==> src/rtl/alu_pkg.sv <==
// Shared widths, opcode encodings and FSM state encoding for the ALU arbiter.
package alu_pkg;

   localparam int DATA_WIDTH   = 36;
   localparam int ALU_OP_WIDTH = 3;

   localparam logic [ALU_OP_WIDTH-1:0] OP_ADD = 3'b000;
   localparam logic [ALU_OP_WIDTH-1:0] OP_SUB = 3'b001;
   localparam logic [ALU_OP_WIDTH-1:0] OP_AND = 3'b010;
   localparam logic [ALU_OP_WIDTH-1:0] OP_OR  = 3'b011;

   typedef enum logic [1:0] {
      ST_IDLE = 2'b00,
      ST_EXEC = 2'b01,
      ST_RESP = 2'b10
   } state_e;

   // Opcodes with the top bit set are reserved and must produce a zero result.
   function automatic logic op_supported(input logic [ALU_OP_WIDTH-1:0] op);
      return (op[ALU_OP_WIDTH-1] == 1'b0);
   endfunction

endpackage

==> src/rtl/alu.sv <==
// Combinational ALU: ADD/SUB wrap modulo 2^DATA_WIDTH, bitwise AND/OR, else zero.
module alu #(
   parameter int DATA_WIDTH   = alu_pkg::DATA_WIDTH,
   parameter int ALU_OP_WIDTH = alu_pkg::ALU_OP_WIDTH
) (
   input  logic [DATA_WIDTH-1:0]   a_i,
   input  logic [DATA_WIDTH-1:0]   b_i,
   input  logic [ALU_OP_WIDTH-1:0] op_i,
   output logic [DATA_WIDTH-1:0]   y_o
);
   import alu_pkg::*;

   always_comb begin
      y_o = {DATA_WIDTH{1'b0}};
      case (op_i)
         OP_ADD:  y_o = a_i + b_i;
         OP_SUB:  y_o = a_i - b_i;
         OP_AND:  y_o = a_i & b_i;
         OP_OR:   y_o = a_i | b_i;
         default: y_o = {DATA_WIDTH{1'b0}};
      endcase
   end

endmodule

==> src/rtl/alu_arbiter.sv <==
// Two-requester round-robin front end sharing one ALU; one operation in flight,
// IDLE -> EXEC -> RESP, response held until the granted requester consumes it.
module alu_arbiter #(
   parameter int DATA_WIDTH   = alu_pkg::DATA_WIDTH,
   parameter int ALU_OP_WIDTH = alu_pkg::ALU_OP_WIDTH
) (
   input  logic                    i_clk,
   input  logic                    i_rst,
   input  logic                    i_req0_valid,
   output logic                    o_req0_ready,
   input  logic [DATA_WIDTH-1:0]   i_req0_a,
   input  logic [DATA_WIDTH-1:0]   i_req0_b,
   input  logic [ALU_OP_WIDTH-1:0] i_req0_op,
   input  logic                    i_req1_valid,
   output logic                    o_req1_ready,
   input  logic [DATA_WIDTH-1:0]   i_req1_a,
   input  logic [DATA_WIDTH-1:0]   i_req1_b,
   input  logic [ALU_OP_WIDTH-1:0] i_req1_op,
   output logic                    o_rsp0_valid,
   input  logic                    i_rsp0_ready,
   output logic [DATA_WIDTH-1:0]   o_rsp0_result,
   output logic                    o_rsp1_valid,
   input  logic                    i_rsp1_ready,
   output logic [DATA_WIDTH-1:0]   o_rsp1_result,
   output logic                    o_busy
);
   import alu_pkg::*;

   state_e                  state_q, state_d;
   logic                    gnt_q, gnt_d;
   logic                    last_q, last_d;
   logic [DATA_WIDTH-1:0]   a_q, a_d;
   logic [DATA_WIDTH-1:0]   b_q, b_d;
   logic [ALU_OP_WIDTH-1:0] op_q, op_d;
   logic [DATA_WIDTH-1:0]   result_q, result_d;
   logic [DATA_WIDTH-1:0]   alu_y_s;
   logic                    ready0_s, ready1_s;
   logic                    rsp_taken_s;

   alu #(
      .DATA_WIDTH  (DATA_WIDTH),
      .ALU_OP_WIDTH(ALU_OP_WIDTH)
   ) u_alu (
      .a_i (a_q),
      .b_i (b_q),
      .op_i(op_q),
      .y_o (alu_y_s)
   );

   assign rsp_taken_s = (gnt_q == 1'b0) ? i_rsp0_ready : i_rsp1_ready;

   always_comb begin
      state_d  = state_q;
      gnt_d    = gnt_q;
      last_d   = last_q;
      a_d      = a_q;
      b_d      = b_q;
      op_d     = op_q;
      result_d = result_q;
      ready0_s = 1'b0;
      ready1_s = 1'b0;
      case (state_q)
         ST_IDLE: begin
            // Requester 0 wins a tie only when requester 1 was granted last.
            if (i_req0_valid && (!i_req1_valid || last_q)) begin
               ready0_s = 1'b1;
               gnt_d    = 1'b0;
               last_d   = 1'b0;
               a_d      = i_req0_a;
               b_d      = i_req0_b;
               op_d     = i_req0_op;
               state_d  = ST_EXEC;
            end else if (i_req1_valid) begin
               ready1_s = 1'b1;
               gnt_d    = 1'b1;
               last_d   = 1'b1;
               a_d      = i_req1_a;
               b_d      = i_req1_b;
               op_d     = i_req1_op;
               state_d  = ST_EXEC;
            end else begin
               state_d  = ST_IDLE;
            end
         end
         ST_EXEC: begin
            if (op_supported(op_q)) begin
               result_d = alu_y_s;
            end else begin
               result_d = {DATA_WIDTH{1'b0}};
            end
            state_d = ST_RESP;
         end
         ST_RESP: begin
            if (rsp_taken_s) begin
               result_d = {DATA_WIDTH{1'b0}};
               state_d  = ST_IDLE;
            end else begin
               state_d  = ST_RESP;
            end
         end
         default: begin
            state_d = ST_IDLE;
         end
      endcase
   end

   always_ff @(posedge i_clk or posedge i_rst) begin
      if (i_rst) begin
         state_q  <= ST_IDLE;
         gnt_q    <= 1'b0;
         last_q   <= 1'b1;
         a_q      <= {DATA_WIDTH{1'b0}};
         b_q      <= {DATA_WIDTH{1'b0}};
         op_q     <= {ALU_OP_WIDTH{1'b0}};
         result_q <= {DATA_WIDTH{1'b0}};
      end else begin
         state_q  <= state_d;
         gnt_q    <= gnt_d;
         last_q   <= last_d;
         a_q      <= a_d;
         b_q      <= b_d;
         op_q     <= op_d;
         result_q <= result_d;
      end
   end

   assign o_req0_ready  = ready0_s;
   assign o_req1_ready  = ready1_s;
   assign o_busy        = (state_q != ST_IDLE);
   assign o_rsp0_valid  = (state_q == ST_RESP) && (gnt_q == 1'b0);
   assign o_rsp1_valid  = (state_q == ST_RESP) && (gnt_q == 1'b1);
   assign o_rsp0_result = o_rsp0_valid ? result_q : {DATA_WIDTH{1'b0}};
   assign o_rsp1_result = o_rsp1_valid ? result_q : {DATA_WIDTH{1'b0}};

endmodule

==> config.mk <==
export PLATFORM = sky130hd
export DESIGN_NAME = alu_arbiter
export DESIGN_NICKNAME = d
export VERILOG_FILES = /design/src/rtl/alu_pkg.sv /design/src/rtl/alu.sv /design/src/rtl/alu_arbiter.sv
export SDC_FILE = /design/constraint.sdc
export NUM_CORES = 1
export LEC_CHECK = 0
export ABC_AREA = 0
export CAP_MARGIN = 20
export CORE_ASPECT_RATIO = 0.5
export CORE_MARGIN = 2
export CORE_UTILIZATION = 56
export CTS_BUF_LIST = sky130_fd_sc_hd__clkbuf_8
export DETAILED_ROUTE_END_ITERATION = 6
export PLACE_DENSITY = 0.95
export SETUP_SLACK_MARGIN = 0.2
export SYNTH_ARGS = -nofsm -noshare
export SYNTH_HDL_FRONTEND = slang
export SYNTH_HIERARCHICAL = 1
export SYNTH_SLANG_ARGS = --single-unit
==> constraint.sdc <==
create_clock -name i_clk -period 14 [get_ports i_clk]
set_clock_uncertainty 0.2 [all_clocks]
set_input_delay 2.8 -clock i_clk [delete_from_list [all_inputs] [get_ports i_clk]]
set_output_delay 2.8 -clock i_clk [all_outputs]
set_load 0.02 [all_outputs]
* Yosys cells after proc, flatten, opt, wreduce, memory -nomap -nowiden *
Index checks and enable logic that the tools add are counted.
W data, S select, Z words.

storage, ports and cells
  flip-flop bits (word level) = 115
  word-level logic and storage cells = 54

operators by class
  $add $sub $neg = 2
  eq/ne operators = 6
  muxes and demuxes = 24
  bitwise operators = 3
  reduce and logical (&&, ||, !) cells = 12

operator list
  cell                  count
  $mux W36              8
  $pmux W36 S4          1
  $pmux W36 S2          1
  $add A36 B36 Y36      1
  $and A36 B36 Y36      1
  $or A36 B36 Y36       1
  $sub A36 B36 Y36      1
  $mux W1               10
  $eq A3 B2 Y1 const B  2
  $mux W3               2
  $pmux W2 S3           1
  $reduce_bool A2 Y1    3
  $reduce_and A2 Y1     2
  $eq A3 B1 Y1 const B  1
  $logic_and A1 B1 Y1   3
  $logic_not A3 Y1      1
  $eq A2 B1 Y1 const B  1
  $eq A2 B2 Y1 const B  1
  $logic_not A2 Y1      1
  $mux W2               1
  $ne A2 B2 Y1 const B  1
  $logic_not A1 Y1      1
  $logic_or A1 B1 Y1    1
  $not A1 Y1            1

* Logic depth before layout (Yosys ltp) *
  word-level depth = 5
  mapped depth = 19
  mapped depth without buffers = 18

* Hierarchy *
Netlist, hierarchy kept.

modules (own cells, without submodules)
  module       instances  cells each  area each (sq um)
  alu_arbiter  1          623         5718.0
  alu          1          559         3634.7

* Least setup slack after synthesis *
OpenSTA, ideal clock, no wires.

  path kind = input to output
  start = input i_req0_valid
  end = output o_req0_ready
  arrival time = 3618 ps
  required time = 11000 ps
  path slack = 7382 ps
  stages = 4
  path through = buf_2 -> clkbuf_1 -> nand2_1 -> nor2_1

on the way
  word-level cells in the longest chain between the ends = 3

RTL lines
  element              RTL line           source
  from (decl)          alu_arbiter.sv:9   input logic i_req0_valid,
  $logic_and A1 B1 Y1  alu_arbiter.sv:65  if (i_req0_valid && (!i_req1_valid || last_q)) begin
  $mux W1              alu_arbiter.sv:65
  $mux W1              alu_arbiter.sv:62  case (state_q)
  to (decl)            alu_arbiter.sv:10  output logic o_req0_ready,

Every way passes these cells.

* Worst setup path after layout *
  start = input i_req0_valid
  end = output o_req1_ready

on the way
  word-level cells in the longest chain between the ends = 3

RTL lines
  element              RTL line           source
  $logic_and A1 B1 Y1  alu_arbiter.sv:65
  $mux W1              alu_arbiter.sv:65
  $mux W1              alu_arbiter.sv:62
  to (decl)            alu_arbiter.sv:15  output logic o_req1_ready,

Every way passes these cells.

==> results.yml <==
route:
  detail_route.wirelength.met1_mm: 14.4
  detailroute.wirelength.met2_mm: 14.3
  met3_length_mm: 5.28
  initialDrtViolationCount: 1646
  totalWireLength_mm: 34.7
  dr.pass1.iters: 6
  routed_via_count_divided_by_cell_count: 6.73
  remaining_drc_errors: 0
  ant_nets: 0
  wirelength_per_cell_um: 21.8
  detailed_route_via_count: 10700
  maxUsedRoutingLayer: "met4"
setup_path:
  crit_cells: 5
  critPathMaxStageDelay_ps: 630
  critPathTopFamily: "buffers and inverters"
  critPathLaunchType: "primary input"
  endpoint_kind: "output pin"
  ff2ff_path_depth: 13
  path_class: "primary input to output pin"
  critPathMaxFanout: 80
  worst_r2r_startpoint: "op_q[0]$_DFFE_PP0P_"
  arrival_ps: 4480
  cp_cell_sequence: "buf_2 > buf_4 > nand2_1 > and3_1 > clkdlybuf4s50_1"
  worst_path_max_delay_cell: "buf_4"
  required_ps: 11000
  crit_path_from: "i_req0_valid"
  critPathBufInv: 3
global_route:
  global_route.overflow_total: 0
  grt_pass1_wl_mm: 53.5
  global_route.usage.total: 0.386
  antenna_found_initial: 0
  first_global_vias: 9653
  grt_max_degree: 83
sta:
  final.period_utilization: 0.534
  max_slew_margin: 0.280
  total_neg_setup_slack_ps: 0
  timing.fmax_mhz: 134
  timing_max_transition_violations_final: 0
  rsz0062_at_grt: "false"
  timing_worst_slew_pin_value_ps: 1080
  final-hold-violation-count: 0
  final-setup-viol-count: 0
  postLayoutSetupSlackWorst_ps: 6520
  final_period_minus_worst_setup_slack_ps: 7480
clocking:
  insertion_delay_ps: 450
  clkSlewWorstSetupHoldPaths_ps: 100
  number_of_gates_resized_after_cts: 0
  ctsRootBufferMaster: "clkbuf_8"
  clockBufferDepth: 2
  clock-sinks: 115
  cts_hold_repair.buffers: 0
  post-cts-setup-buffer-count: 0
  htree_levels: 4
  cts_inserted_buffers: 17
  tritoncts: "done"
min_path:
  holdCritStartpoint: "result_q[26]$_DFFE_PP0P_"
  hold_path_class: "flop to flop"
  whs_path_depth: 1
place:
  numPortBuffers: 232
  worst_slack_after_detailed_placement_ps: 6560
  globalplace.congestion: 1.01
  place.detailed.instances: 1559
  post-dp-hpwl_mm: 25.2
power_and_ir_drop:
  power.share.clock: 0.096
  power_switching_share: 0.552
  power-per-cell-area_mw_per_mm2: 284
  internal_power_uw: 1540
  power_switching_uw: 1900
  pwr-share-seq: 0.218
  comb_power_share: 0.687
  vdd_drop_max_v: 0.000203
  p_leak_uw: 0.00492
logic_synthesis:
  syn-instance-count: 1182
  syn-cell-area_mm2: 0.00935
  netlist.area_leader.share: 0.305
  muxShareOfSynthArea: 0.00227
  number_of_flip_flops_and_latches_in_the_synthesized_netlist: 115
  synth_fa_ha_area_frac: 0.0712
  ys.flop_type: "dfrtp_1"
  ys_seq_area_frac: 0.308
  post-synth-top-area-cell: "dfrtp_1"
  synthDistinctLibCells: 67
  synth_compound_area_frac: 0.315
  synth_simple_gate_area_frac: 0.198
  synth-xor-area-share: 0.0532
  synth-edff-count: 0
  synth_area_per_cell_um2: 7.91
  synth_top_cells_by_area: "dfrtp_1 31%, a21oi_1 7.5%, o21ai_0 7.1%"
  main_combinational_cell_family_by_area_after_synthesis: "compound AO/OA/AOI/OAI gates"
  async_reset_ff_frac: 1.00
  yosysWarnings: 6
  synth.net_count: 1377
final_layout:
  most-common-layout-cells: "231 x clkdlybuf4s50_1, 141 x a21oi_1, 133 x o21ai_0"
  most_common_library_cell_in_the_layout_ignoring_fill_and_taps: "clkdlybuf4s50_1"
  nFillCells: 1248
  antennaDiodeCount: 0
  final_core_util: 0.739
  finalNonFillerCells: 1592
  share_of_final_layout_standard_cells_stronger_than_drive_strength_1: 0.0535
  area_growth_pct: 29.2
  final_nets: 1547
flow_run:
  cap_violations: 0
die:
  std_cell_rows: 33
  ioPinCount: 233
  coreArea_mm2: 0.0164
  die_width_um: 187
  chipHeight_um: 95.4
  start_util: 0.572
  design.die.area_mm2: 0.0178
outcome:
  status: "completed"
[path summary, 6_finish.rpt]
| check | end | slack (ps) |
|---|---|---|
| min | result_q[26]$_DFFE_PP0P_ | 320 |
| min in group asynchronous | result_q[32]$_DFFE_PP0P_ | 2530 |
| max | o_req1_ready | 6520 |
| min reg2reg | result_q[26]$_DFFE_PP0P_ | 320 |
| max in group asynchronous | a_q[30]$_DFFE_PP0P_ | 9680 |
| max reg2reg | result_q[34]$_DFFE_PP0P_ | 8790 |
[power groups by stage]
stage / logic (uW) / clock network, uW / registers, uW
after global placement: 2180 / 0 / 719
after global routing: 2540 / 341 / 761
after detailed placement: 2240 / 0 / 731
after floorplan: 1690 / 0 / 618
after CTS: 2250 / 327 / 726
final: 2360 / 329 / 748
[flip-flops by register name, summed over array words and instances (netlist names)]
register and flops:
a_q 36, result_q 36, op_q 3, b_q 36
gnt_q 1, state_q 2, last_q 1
[area by class of cell]
class	instances	area, um^2	share of cell area
Clock inverter	14	144	0.0119
Clock buffer	18	248	0.0205
Tap cell	227	284	0.0235
Inverter	18	70.1	0.00580
Multi-Input combinational cell	951	6010	0.497
Timing Repair Buffer	249	2450	0.203
Sequential cell	115	2880	0.238
[Yosys cell counts (all sizes together) (5+ instances only)]
cell type,number
xnor2,26
o31ai,9
buf,18
xor2,30
maj3,17
and2,42
a211oi,7
inv,18
clkbuf,80
o21bai,6
ha,38
a221oi,5
o21ai,135
a311oi,10
nand3,83
and3,43
nand2,66
dfrtp,114
a21oi,141
nor2b,6
or4,5
a22o,37
nor4,12
nand2b,10
o21a,7
a31oi,82
a21o,18
nor2,52
nor3,12
or3,9
[cells by family (layout without fill, tap and decap cells)]
kind of cell | Yosys count | count (layout)
AOI/OAI and AO/OA | 485 | 485
and+or+nand+nor | 352 | 352
buffers and inverters | 116 | 299
DFF | 115 | 115
adders and majority gates | 56 | 56
xor gates and xnor gates | 56 | 56
muxes | 2 | 2
[metrics by stage]
step	power [uW]	cell area (um^2)	hold slack, ps
floorplan	2310	9350	279
global placement	2900	11700	299
detailed placement	2970	11700	304
CTS	3300	12100	324
global route	3640	12100	343
finish	3430	12100	323
[worst register-to-register path, delay by kind of cell (launching register included)]
family / cells / cell delay [ps]
flops: 1 / 330
compound gates: 7 / 2390
buf+inv: 1 / 460
simple gates: 4 / 1500
fa+ha+maj: 1 / 300
[routing by layer]
| layer | vias up | global-route usage |
|---|---|---|
| li1 | 4766 | - |
| met1 | 5072 | 0.541 |
| met2 | 798 | 0.577 |
| met3 | 84 | 0.132 |
| met4 | 0 | 0.0833 |
| met5 | - | 0 |
Note: power is estimated with default switching activity, not from simulation.
